[src/rtl/music_sched.sv]
// Buzzer music scheduler: latches four song requests, grants one at a time by fixed priority,
// paces the address counter at TICK_DIV and enforces a silent gap. Optional macro: MUSIC_PREEMPT_EN.
module music_sched #(
    parameter int TICK_DIV   = 4096,
    parameter int GAP_CYCLES = 1024
) (
    input  logic       clk,
    input  logic       rst,
    input  logic [3:0] req,
    input  logic       cancel,
    input  logic       song_end,
    output logic [1:0] sel,
    output logic       step,
    output logic       cnt_rst,
    output logic       busy,
    output logic [3:0] ack,
    output logic [3:0] done
);

    localparam int TW = $clog2(TICK_DIV);
    localparam int GW = $clog2(GAP_CYCLES + 1);
    localparam logic [TW-1:0] TICK_LAST = TW'(TICK_DIV - 1);
    localparam logic [GW-1:0] GAP_LAST  = GW'(GAP_CYCLES);

    typedef enum logic [2:0] {IDLE, LOAD, PRIME, PLAY, GAP} state_t;

    state_t        state_q, state_d;
    logic [3:0]    pending_q, pending_d;
    logic [TW-1:0] tick_q, tick_d;
    logic [GW-1:0] gap_q, gap_d;
    logic [1:0]    sel_q, sel_d;
    logic          step_q, step_d;
    logic          cnt_rst_q, cnt_rst_d;
    logic          busy_q, busy_d;
    logic [3:0]    ack_q, ack_d;
    logic [3:0]    done_q, done_d;

    logic          grant_valid;
    logic [1:0]    grant_idx;
    logic          preempt;
    logic          grant_now;
    logic [3:0]    req_eff;

    // Lowest pending index wins.
    always_comb begin
        grant_valid = |pending_q;
        grant_idx   = '0;
        for (int i = 3; i >= 0; i--) begin
            if (pending_q[i]) grant_idx = 2'(i);
        end
    end

`ifdef MUSIC_PREEMPT_EN
    assign preempt = grant_valid && (grant_idx < sel_q);
`else
    assign preempt = 1'b0;
`endif

    assign grant_now = ((state_q == IDLE) && grant_valid) ||
                       (((state_q == PRIME) || (state_q == PLAY)) && preempt);

    always_comb begin
        state_d   = state_q;
        tick_d    = '0;
        gap_d     = '0;
        sel_d     = sel_q;
        step_d    = 1'b0;
        cnt_rst_d = 1'b0;
        ack_d     = '0;
        done_d    = '0;

        // A re-request of the song currently being loaded or played is dropped.
        req_eff = req;
        if ((state_q == LOAD) || (state_q == PRIME) || (state_q == PLAY)) begin
            req_eff[sel_q] = 1'b0;
        end
        pending_d = pending_q | req_eff;

        if (cancel) begin
            state_d   = IDLE;
            pending_d = '0;
            cnt_rst_d = (state_q != IDLE);
        end else if (grant_now) begin
            // Clearing after the OR also absorbs a same-cycle request for the granted song.
            state_d              = LOAD;
            pending_d[grant_idx] = 1'b0;
            sel_d                = grant_idx;
            cnt_rst_d            = 1'b1;
            ack_d[grant_idx]     = 1'b1;
        end else begin
            case (state_q)
                IDLE:  state_d = IDLE;
                LOAD:  state_d = PRIME;
                PRIME: state_d = PLAY;
                PLAY: begin
                    if (tick_q == TICK_LAST) begin
                        if (song_end) begin
                            done_d[sel_q] = 1'b1;
                            state_d       = GAP;
                        end else begin
                            step_d = 1'b1;
                        end
                    end else begin
                        tick_d = tick_q + TW'(1);
                    end
                end
                GAP: begin
                    // First GAP cycle coincides with the done pulse, hence the count to GAP_CYCLES.
                    if (gap_q == GAP_LAST) begin
                        state_d = IDLE;
                    end else begin
                        gap_d = gap_q + GW'(1);
                    end
                end
                default: state_d = IDLE;
            endcase
        end

        busy_d = (state_d != IDLE);
    end

    always_ff @(posedge clk or posedge rst) begin
        if (rst) begin
            state_q   <= IDLE;
            pending_q <= '0;
            tick_q    <= '0;
            gap_q     <= '0;
            sel_q     <= '0;
            step_q    <= 1'b0;
            cnt_rst_q <= 1'b0;
            busy_q    <= 1'b0;
            ack_q     <= '0;
            done_q    <= '0;
        end else begin
            state_q   <= state_d;
            pending_q <= pending_d;
            tick_q    <= tick_d;
            gap_q     <= gap_d;
            sel_q     <= sel_d;
            step_q    <= step_d;
            cnt_rst_q <= cnt_rst_d;
            busy_q    <= busy_d;
            ack_q     <= ack_d;
            done_q    <= done_d;
        end
    end

    assign sel     = sel_q;
    assign step    = step_q;
    assign cnt_rst = cnt_rst_q;
    assign busy    = busy_q;
    assign ack     = ack_q;
    assign done    = done_q;

endmodule

[config.mk]
export PLATFORM = sky130hd
export DESIGN_NAME = music_sched
export DESIGN_NICKNAME = d
export VERILOG_FILES = /design/src/rtl/music_sched.sv
export SDC_FILE = /design/constraint.sdc
export NUM_CORES = 1
export LEC_CHECK = 0
export BUFFER_PORTS_ARGS = -buffer_cell sky130_fd_sc_hd__buf_2
export CAP_MARGIN = 20
export CORE_MARGIN = 5
export CORE_UTILIZATION = 57
export DETAILED_ROUTE_END_ITERATION = 10
export HOLD_SLACK_MARGIN = 0.06
export PLACE_DENSITY = 0.78
export SETUP_SLACK_MARGIN = 0.4
export SYNTH_ARGS = -nofsm -noshare
export SYNTH_HDL_FRONTEND = slang
export SYNTH_SLANG_ARGS = --single-unit
[constraint.sdc]
create_clock -name clk -period 1.94 [get_ports clk]
set_input_delay 0.194 -clock clk [delete_from_list [all_inputs] [get_ports clk]]
set_output_delay 0.194 -clock clk [all_outputs]
set_load 0.005 [all_outputs]
==> results by group, run 1 <==
Worst setup path
  • Worst path arrival time: 1.69 ns
  • Startpoint Class: flip-flop
  • Slowest cell on the critical path: dfrtp_1
  • WP buf/inv: 0
  • CP Cell Sequence: and4_4, nand2_1, nor4_2, a22oi_1
  • Worst Path Class, Setup: flip-flop to flip-flop
  • Crit path max-delay family: simple AND/OR/NAND/NOR gates
  • Crit-path max cell delay: 0.48 ns
  • Crit-path max FO: 6
  • WP data required: 2.17 ns
  • CP endpoint kind: flip-flop

Pwr
  • Pwr Density: 877 nW/um2
  • Leak: 1.01 nW
  • Worst vdd ir: 450 uV

CTS
  • Total CTS buffers: 5
  • CTS Buffer Depth: 2
  • CTS Sinks: 43
  • CTS tree: built
  • Clk_lat worst skew: 0.36 ns
  • Clk root buf: clkbuf_4
  • Htree depth: 2
  • CTS clk-pin slew, worst paths: 0.13 ns

Layout
  • Fillers: 269
  • Register Area: 1080 um2
  • Ant diodes: 0
  • Nets: 229
  • Area grow syn2layout: 14.7%
  • Multi-input gate area: 863 um2
  • Share of cells above drive strength 1: 21.0%

Detailed routing
  • Final routed DRC violation total: 0
  • Via Count: 1499
  • Total Routed Length: 3790 um
  • Number of vias per cell: 5.66
  • Average wire per standard cell: 14.3 um
  • Drt pass-1 iters: 4
  • 1st-iter DRT viols: 120
  • Antenna-violating nets left: 0

Floorplanning
  • Row cnt: 21
  • Top Ports: 21
  • Die span in x: 68.7 um
  • Die Area: 4710 um2
  • Initial Utilization: 58.8%
  • Die Y: 68.7 um
  • Core box area: 3340 um2

Yosys
  • Count of cell types in the netlist: 34
  • Mapped Nets: 199
  • Post-Syn Area: 1960 um2
  • Flop and latch count out of synthesis: 43
  • Cells after synthesis: 188
  • Avg Cell Area, Syn: 10.4 um2
  • Yosys warning total: 0
  • Sequential fraction of the synthesis area: 54.9%

STA
  • Clk_skew: 0.0166 ns
  • Slew HR: 64.9%
  • Final setup fails: 0
  • Period minus WS final: 1.45 ns
  • RSZ-0062 raised after global routing: no
  • Final count of hold timing violations: 0
  • Tcrit/Tclk final: 74.9%
  • Total negative slack: 0 ns
  • Fmax: 688 MHz
  • Worst Tran Pin Value: 0.526 ns
  • Setup ws final: 0.487 ns
  • Fin. max-slew vios: 0

Placement
  • Place WS: 0.461 ns
  • Number of buffers added on ports: 20
  • Final GP Congestion: 0.890
  • Dpl hpwl: 2730 um

Run
  • Max_cap viols: 0

Global routing
  • First-pass GRT wire length: 6530 um
  • Total grt overflow: 0
  • Largest net degree at the start of global routing: 44
  • Initial antenna violation count: 0
  • Vias in the first global route: 1454
  • Tot GR Track Use: 18.8%

Status
  • Status: finished clean

Hold path
  • Worst min path class: input port to flip-flop
## per-stage QoR
| stage | instances | util [%] | area (um2) | hold slack, ns | power (mW) |
|---|---|---|---|---|---|
| finish | 265 | 67.4 | 2250 | 0.0817 | 1.97 |
| CTS | 265 | 67.0 | 2230 | 0.0688 | 1.97 |
| floorplan | 188 | - | 1960 | 0.260 | 1.27 |
| global route | 265 | 67.4 | 2250 | 0.0635 | 2.08 |
| global placement | 255 | 63.8 | 2130 | 0.344 | 1.38 |
| detailed placement | 255 | 63.8 | 2130 | 0.352 | 1.39 |
## report_power, final
part / internal (mW) / switching, mW / total [mW] / leakage (nW)
Sequential: 0.969 / 0.0995 / 1.07 / 0.585
Clock: 0.305 / 0.288 / 0.593 / 0.0482
Combinational: 0.136 / 0.174 / 0.310 / 0.375
## path summary, 6_finish.rpt
| check | startpoint | slack, ns | end | depth (start not counted) |
|---|---|---|---|---|
| max in group asynchronous | rst | 1.05 | gap_q[0] | 4 |
| worst min register to register | tick_q[0] | 0.51 | tick_q[0] | 1 |
| worst max-delay path | tick_q[4] | 0.49 | state_q[0] | 4 |
| worst max register to register | tick_q[4] | 0.49 | state_q[0] | 4 |
| min in group asynchronous | rst | 0.49 | sel[1] | 4 |
| worst min-delay path | cancel | 0.08 | pending_q[2] | 2 |
## logic make-up after synthesis
family | Yosys count | share of synthesized area [%]
buf+inv | 8 | 1.79
flops | 43 | 54.9
fa+ha+maj | 3 | 1.91
compound gates | 19 | 6.25
simple gates | 98 | 27.6
xor+xnor | 17 | 7.59
## synthesized netlist by cell type
library cell  instances  area, um2
a21o_1                1       7.51
a21oi_1               7       35.0
a22oi_1               1       7.51
a311oi_1              3       26.3
a31oi_1               1       6.26
and2_1                1       6.26
and3_1                6       37.5
and4_1                3       26.3
and4_4                1       11.3
buf_2                 1       5.00
buf_4                 1       7.51
dfrtp_1              43       1080
ha_1                  3       37.5
inv_1                 6       22.5
nand2_1              13       48.8
nand2b_1              2       12.5
nand3_1              10       50.1
nand3_2               1       10.0
nand3_4               1       17.5
nand4_1               7       43.8
nand4_2               1       12.5
nor2_1               32        120
nor2_2                1       6.26
nor3_1                7       35.0
nor3_2                1       10.0
nor4_1                1       6.26
nor4_2                3       37.5
nor4b_1               2       17.5
o21ai_0               4       20.0
o221a_2               1       11.3
o22a_1                1       8.76
or3_1                 5       31.3
xnor2_1               5       43.8
xor2_1               12        105
## per-layer routing
layer | wire length (um) | global-route usage, % | vias up
li1 | - | - | 728
met1 | 1610 | 22.9 | 724
met5 | 0 | 0 | -
met4 | 68 | 7.69 | 0
met2 | 1890 | 31.0 | 40
met3 | 215 | 5.67 | 7
## repair_timing
item                                    CTS  global route
endpoints found under the setup margin    0            23
resized for setup                         0             5
endpoints found under the hold margin    44             0
setup buffers                             0             0
hold buffers                              2             0
## registers in the layout, summed over array words and instances, names as in the netlist
name,cells
busy,1
state_q,3
ack,4
done,4
pending_q,4
cnt_rst,1
step,1
sel,2
tick_q,12
gap_q,11
## cell usage in the layout, fill, tap and decap left out, drive strengths merged, types with 3 or more instances in the layout
| master | instances |
|---|---|
| a21oi | 7 |
| a311oi | 3 |
| and3 | 6 |
| and4 | 4 |
| buf | 23 |
| clkbuf | 6 |
| dfrtp | 43 |
| ha | 3 |
| inv | 6 |
| nand2 | 13 |
| nand3 | 12 |
| nand4 | 8 |
| nor2 | 33 |
| nor3 | 8 |
| nor4 | 4 |
| o21ai | 4 |
| or3 | 5 |
| xnor2 | 5 |
| xor2 | 12 |
## final cells by class
type                       instances  area share, %
clock buffer                       6           2.28
timing repair buffer              25           6.34
sequential                        43           47.9
clock inverter                     2           1.56
inverter                           6           1.00
multi-input combinational        137           38.4
tap                               46           2.56
No activity file was read; power rests on OpenSTA's default activity.
==> run 2: changes to the inputs <==
Settings changed: ABC_AREA set to 1, CORE_UTILIZATION 57 to 52, PLACE_DENSITY 0.78 to 0.75.
Clock period 1.94 ns to 1.2 ns, I/O delays scaled along.
==> run 2 against run 1 <==
The run now ends with negative setup slack left. Synthesized cell count rose by 26%. First-iteration DRC count up 57%. Non-clock buffer count up 59. Flip-flop and latch count did not move. Fmax decreased by 7.0%. Total power grew 110%. Cell count up 42%. Sequential power up 53%. Critical endpoint is now gap_q[3]. Highest routed layer unchanged.
==> results by group, run 2 <==
Status
  • Status: finished, violations left
  • Failing checks: negative setup slack

Placement
  • Placed cell area: 2580 um2 (+21%)
  • Dpl hpwl: 3310 um (+21%)
  • Final GP Congestion: 0.818 (-8.1%)
  • Number of buffers added on ports: 20 (unchanged)

Run
  • Max_cap viols: 0 (unchanged)

Worst setup path
  • Cell mode on critical path: nor2_1
  • CP Cell Sequence: inv_2, ha_4, inv_1, nor2_1, nand3_1, o21ai_2, or2_1, buf_6, nor2_1
  • Critical path startpoint: gap_q[0]
  • Setup crit end: gap_q[3]
  • Worst path arrival time: 1.75 ns (+0.06 ns)
  • Critical R2R Launch: gap_q[0]
  • Crit-path max FO: 6 (unchanged)
  • CP endpoint kind: flip-flop
  • R2R Setup Slk: -0.36 ns (-0.85 ns)
  • WP buf/inv: 3 (+3)
  • Crit path max-delay family: simple AND/OR/NAND/NOR gates
  • Worst Path Class, Setup: flip-flop to flip-flop
  • Worst r2r path cells: 9 (+5)
  • WP data required: 1.39 ns (-0.78 ns)
  • Crit-path max cell delay: 0.40 ns (-0.08 ns)
  • Crit. path cell count: 9 (+5)
  • Slowest cell on the critical path: dfrtp_1
  • RR Endpoint: gap_q[3]
  • Startpoint Class: flip-flop

Yosys
  • Post-synth top area share: 52.8% (-2.1 points)
  • Cell taking the most area after synthesis: dfrtp_1
  • Cells after synthesis: 237 (+26%)
  • Top_reg_cell synth: dfrtp_1
  • Synth area leaders: dfrtp_1, nor2_1, nand2_1
  • Yosys warning total: 0 (unchanged)
  • Post-synthesis async set-or-reset flop share: 100% (unchanged)
  • Avg Cell Area, Syn: 8.61 um2 (-17%)
  • Mapped Nets: 248 (+25%)
  • Number of synthesized flops with an enable pin: 0 (unchanged)
  • Post-Syn Area: 2040 um2 (+4.0%)
  • Flop and latch count out of synthesis: 43 (unchanged)
  • Count of cell types in the netlist: 29 (-15%)
  • Sequential fraction of the synthesis area: 52.8% (-2.1 points)
  • Count leader, synth: dfrtp_1
  • Post-synth top cells: dfrtp_1, nor2_1, nand2_1

Layout
  • Top Registers: tick_q: 12 flops, gap_q: 11 flops
  • Share of cells above drive strength 1: 50.2% (+29 points)
  • Most flops, register: tick_q
  • Post-route design area: 3110 um2 (+38%)
  • Fillers: 217 (-19%)
  • Most frequent cells in the layout: buf_4, dfrtp_1, nor2_1, inv_1, nand2_1
  • Nets: 337 (+47%)
  • Commonest non-fill, non-tap cell in the layout: buf_4
  • Multi-input gate area: 1110 um2 (+28%)
  • Ant diodes: 0 (unchanged)
  • Area grow syn2layout: 52.6%
  • Register Area: 1080 um2 (+0.12%)
  • Max FFs per register: 12 (unchanged)

STA
  • Fmax: 640 MHz (-7.0%)
  • Fin. max-slew vios: 0 (unchanged)
  • Period minus WS final: 1.56 ns (+0.109 ns)
  • Setup ws final: -0.362 ns (-0.849 ns)
  • Total negative slack: -9.54 ns (-9.54 ns)
  • Slew HR: 75.8% (+11 points)
  • Final setup fails: 40 (+40)
  • Worst Tran Pin Value: 0.363 ns (-0.163 ns)
  • Final count of hold timing violations: 0 (unchanged)
  • RSZ-0062 raised after global routing: yes
  • Tcrit/Tclk final: 130% (+55 points)
  • Clk_skew: 0.00589 ns (-0.0107 ns)

CTS
  • Total CTS buffers: 5 (unchanged)
  • CTS Buffer Depth: 2 (unchanged)
  • Htree depth: 2 (unchanged)
  • Clk_lat worst skew: 0.30 ns (-0.06 ns)
  • CTS tree: built
  • Clk root buf: clkbuf_8
  • CTS Sinks: 43 (unchanged)
  • CTS clk-pin slew, worst paths: 0.08 ns (-0.05 ns)

Detailed routing
  • Antenna-violating nets left: 0 (unchanged)
  • Via Count: 1980 (+32%)
  • Number of vias per cell: 5.28 (-6.7%)
  • Average wire per standard cell: 15.7 um (+9.7%)
  • 1st-iter DRT viols: 189 (+57%)
  • Final routed DRC violation total: 0 (unchanged)
  • Total Routed Length: 5880 um (+55%)
  • Drt pass-1 iters: 4 (unchanged)

Pwr
  • Total power: 4.04 mW (+110%)
  • Leak: 1.41 nW (+40%)
  • Pwr Density: 1300 nW/um2 (+48%)
  • Worst vdd ir: 884 uV (+97%)

Hold path
  • Worst min path class: input port to flip-flop
  • Hold Crit Depth: 3 (+1)

Floorplanning
  • Die Y: 72.6 um (+5.8%)
  • Row cnt: 22 (+4.8%)
  • Initial Utilization: 54.5% (-4.3 points)
  • Core box area: 3740 um2 (+12%)
  • Die span in x: 72.6 um (+5.8%)
  • Top Ports: 21 (unchanged)
  • Die Area: 5270 um2 (+12%)

Global routing
  • Initial antenna violation count: 0 (unchanged)
  • Tot GR Track Use: 20.7% (+1.9 points)
  • First-pass GRT wire length: 8370 um (+28%)
  • Total grt overflow: 0 (unchanged)
  • Vias in the first global route: 1936 (+33%)
  • Largest net degree at the start of global routing: 22 (-50%)
==> run 2: changes by cell type after synthesis, sizes merged, moves of 5 or more <==
| cell | before | now |
|---|---|---|
| inv | 6 | 36 |
| nand2 | 13 | 36 |
| nor2 | 33 | 45 |
| nor3 | 8 | 16 |
| and3 | 6 | 0 |
| nand4 | 8 | 3 |
| or3 | 5 | 0 |
==> run 2: per-stage QoR <==
step	hold slack, ns	cells	worst slack, ns	util, %
global route	0.0627	375	-0.443	83.1
finish	0.0705	375	-0.362	83.1
detailed placement	0.122	343	-0.257	68.8
global placement	0.113	343	-0.172	68.8
CTS	0.0739	363	-0.249	77.1
floorplan	0.118	237	-0.152	-
==> run 2: cells by family after synthesis <==
family | Yosys count | share of synthesized area (%)
AOI/OAI and AO/OA | 17 | 4.85
xor gates and xnor gates | 13 | 5.58
and+or+nand+nor | 123 | 27.6
DFF | 43 | 52.8
buffers and inverters | 38 | 7.36
adders and majority gates | 3 | 1.84
==> run 2: worst min-delay path by stage <==
stage,startpoint,end,slack [ns]
finish,req[2],pending_q[2],0.07
global route,req[2],pending_q[2],0.06
CTS,req[2],pending_q[2],0.07
detailed placement,rst,tick_q[1],0.12
global placement,rst,tick_q[2],0.11
floorplan,rst,ack[0],0.12
==> run 2: layout make-up <==
cell class,count,area share [%]
multi-input combinational,156,35.5
sequential,43,34.7
timing repair buffer,84,20.6
inverter,36,4.62
clock buffer,7,2.45
tap,48,1.93
clock inverter,1,0.161
==> run 2: layer usage <==
metal | GRT usage [%] | vias to the layer above | part of all wire, %
met5 | 0 | - | 0
li1 | - | 923 | -
met2 | 32.9 | 77 | 52
met1 | 24.9 | 949 | 39
met3 | 6.61 | 31 | 5.3
met4 | 11.5 | 0 | 4.4
==> run 2: what timing repair did <==
item                       CTS  global route
hold buffers                 2             0
pin swaps                   20            24
hold endpoints to repair    14             0
setup endpoints to repair   56            86
gates resized for setup     36            35
setup buffers               10            12
==> run 2: power breakdown <==
part,internal (mW),switching (mW)
Clock,0.409,0.487
Sequential,1.57,0.0690
Combinational,0.675,0.836
==> run 2: worst min-delay path: stages <==
cell	delay [ns]
buf_2	0.10
nand2_1	0.06
a21oi_2	0.05
==> run 3: changes to the inputs <==
Settings changed: HOLD_SLACK_MARGIN 0.06 to 0.15, SETUP_SLACK_MARGIN 0.4 to not set, SKIP_CTS_REPAIR_TIMING set to 1.
==> run 3 against run 2 <==
Combinational power is 29% lower. Sequential share of layout area is 2.1 points higher. Cell count is 3.7% lower. Largest power group unchanged. The run still ends with negative setup slack left. Fmax is 3.4% higher. Non-clock buffer count is 14 lower. Flip-flop and latch count stayed put. Die area stayed put. Clock-buffer cell count stayed put. Utilization is 4.9 points lower.
==> results by group, run 3 (synthesized netlist as in run 2, its figures left out) <==
Status
  • Status: finished, violations left
  • Failing checks: negative setup slack

Detailed routing
  • Antenna-violating nets left: 0 (unchanged)
  • Via Count: 1862 (-6.0%)
  • Average wire per standard cell: 14.4 um (-8.4%)
  • Total Routed Length: 5180 um (-12%)
  • Drt pass-1 iters: 4 (unchanged)
  • Number of vias per cell: 5.16 (-2.3%)
  • Final routed DRC violation total: 0 (unchanged)
  • 1st-iter DRT viols: 171 (-9.5%)

STA
  • Final count of hold timing violations: 0 (unchanged)
  • Setup ws final: -0.311 ns (+0.0514 ns)
  • Slew HR: 76.2% (+0.42 points)
  • Fmax: 662 MHz (+3.4%)
  • Clk_skew: 0.0127 ns (+0.00677 ns)
  • RSZ-0062 raised after global routing: yes
  • Period minus WS final: 1.51 ns (-0.0514 ns)
  • Fin. max-slew vios: 0 (unchanged)
  • Tcrit/Tclk final: 126% (-4.3 points)
  • Final setup fails: 34 (-15%)
  • Total negative slack: -8.53 ns (+1.00 ns)
  • Worst Tran Pin Value: 0.354 ns (-0.00897 ns)

Pwr
  • Net Switching: 1.22 mW (-12%)
  • P_int: 2.42 mW (-8.7%)
  • Worst vdd ir: 823 uV (-7.0%)
  • Sw Ratio: 33.5% (-0.91 points)
  • Reg power frac: 46.0% (+5.5 points)
  • Leak: 1.32 nW (-6.0%)
  • Combinational power share: 29.5% (-7.9 points)
  • Clock share of power: 24.6% (+2.4 points)
  • Pwr Density: 1240 nW/um2 (-4.3%)

Floorplanning
  • Die Area: 5270 um2 (unchanged)
  • Core box area: 3740 um2 (unchanged)
  • Row cnt: 22 (unchanged)
  • Die span in x: 72.6 um (unchanged)
  • Die Y: 72.6 um (unchanged)
  • Top Ports: 21 (unchanged)
  • Initial Utilization: 54.5% (unchanged)

Hold path
  • Min-delay src: cancel
  • Worst min path class: input port to flip-flop

CTS
  • Total CTS buffers: 5 (unchanged)
  • Clk_lat worst skew: 0.29 ns (about the same)
  • CTS clk-pin slew, worst paths: 0.09 ns (about the same)
  • CTS Sinks: 43 (unchanged)
  • CTS tree: built
  • Htree depth: 2 (unchanged)
  • CTS Buffer Depth: 2 (unchanged)
  • Clk root buf: clkbuf_8

Layout
  • Top Registers: tick_q: 12 flops, gap_q: 11 flops
  • Share of cells above drive strength 1: 41.2% (-8.9 points)
  • Max FFs per register: 12 (unchanged)
  • Most frequent cells in the layout: dfrtp_1, buf_4, nor2_1, inv_1, nand2_1
  • Fillers: 238 (+9.7%)
  • Area grow syn2layout: 43.6%
  • Nets: 323 (-4.2%)
  • Commonest non-fill, non-tap cell in the layout: dfrtp_1
  • Ant diodes: 0 (unchanged)
  • Most flops, register: tick_q
  • Post-route design area: 2930 um2 (-5.9%)

Placement
  • Number of buffers added on ports: 20 (unchanged)
  • Final GP Congestion: 0.828 (+1.2%)
  • Dpl hpwl: 3170 um (-4.4%)
  • Placed cell area: 2510 um2 (-2.7%)

Worst setup path
  • Startpoint Class: flip-flop
  • CP endpoint kind: flip-flop
  • Critical R2R Launch: tick_q[0]
  • Worst Path Class, Setup: flip-flop to flip-flop
  • Worst path arrival time: 1.72 ns (-0.03 ns)
  • Critical path startpoint: tick_q[0]
  • Crit-path max FO: 5 (-1)
  • WP data required: 1.41 ns (+0.02 ns)

Global routing
  • Largest net degree at the start of global routing: 44 (+100%)
  • Initial antenna violation count: 0 (unchanged)
  • Vias in the first global route: 1668 (-14%)
  • Tot GR Track Use: 17.2% (-3.5 points)
  • First-pass GRT wire length: 7110 um (-15%)
  • Total grt overflow: 0 (unchanged)

Run
  • Max_cap viols: 0 (unchanged)
## run 3: final timing paths
path	endpoint	slack, ns	cells past startpoint
max in group asynchronous	step	0.57	4
min in group asynchronous	busy	0.43	4
max reg2reg	done[2]	-0.31	7
min reg2reg	pending_q[2]	0.56	2
min	pending_q[1]	0.25	4
max	done[2]	-0.31	7
## run 3: per-layer routing
layer | share of wire (%) | global-route usage [%]
met5 | 0 | 0
met4 | 3.4 | 5.74
met3 | 4.3 | 4.68
met1 | 41 | 20.8
met2 | 51 | 29.7
## run 3: critical path: stages, from the launching register on
cell and delay [ns]:
dfrtp_1 0.36, ha_2 0.20, nand2_2 0.08, nor2_4 0.12, nand2_2 0.09, nor2_4 0.18, nand3_4 0.17, nor4_4 0.24
## run 3: metrics by stage
stage	util [%]	std cells	total power, mW	worst slack, ns	hold WS (ns)
after floorplan	-	237	2.05	-0.152	0.192
after global placement	67.0	342	2.38	-0.181	0.192
after detailed placement	67.0	342	2.41	-0.302	0.193
after CTS	69.2	350	3.29	-0.310	-0.124
after global routing	78.2	361	3.82	-0.445	0.265
final	78.2	361	3.64	-0.311	0.251
## run 3: layout make-up
class	count	area (um2)	area share (%)
timing repair buffer	70	534	18.2
sequential	43	1080	36.7
inverter	36	138	4.70
tap	48	60.1	2.05
clock inverter	1	5.00	0.171
multi-input combinational	156	1040	35.5
clock buffer	7	76.3	2.61
## run 3: power by group through the flow
stage | Clock [mW] | Sequential, mW | Combinational (mW)
5_1_grt | 0.972 | 1.69 | 1.16
6_report | 0.894 | 1.67 | 1.07
2_1_floorplan | 0 | 1.67 | 0.373
3_3_place_gp | 0 | 1.67 | 0.709
4_1_cts | 0.900 | 1.65 | 0.739
3_5_place_dp | 0 | 1.68 | 0.735
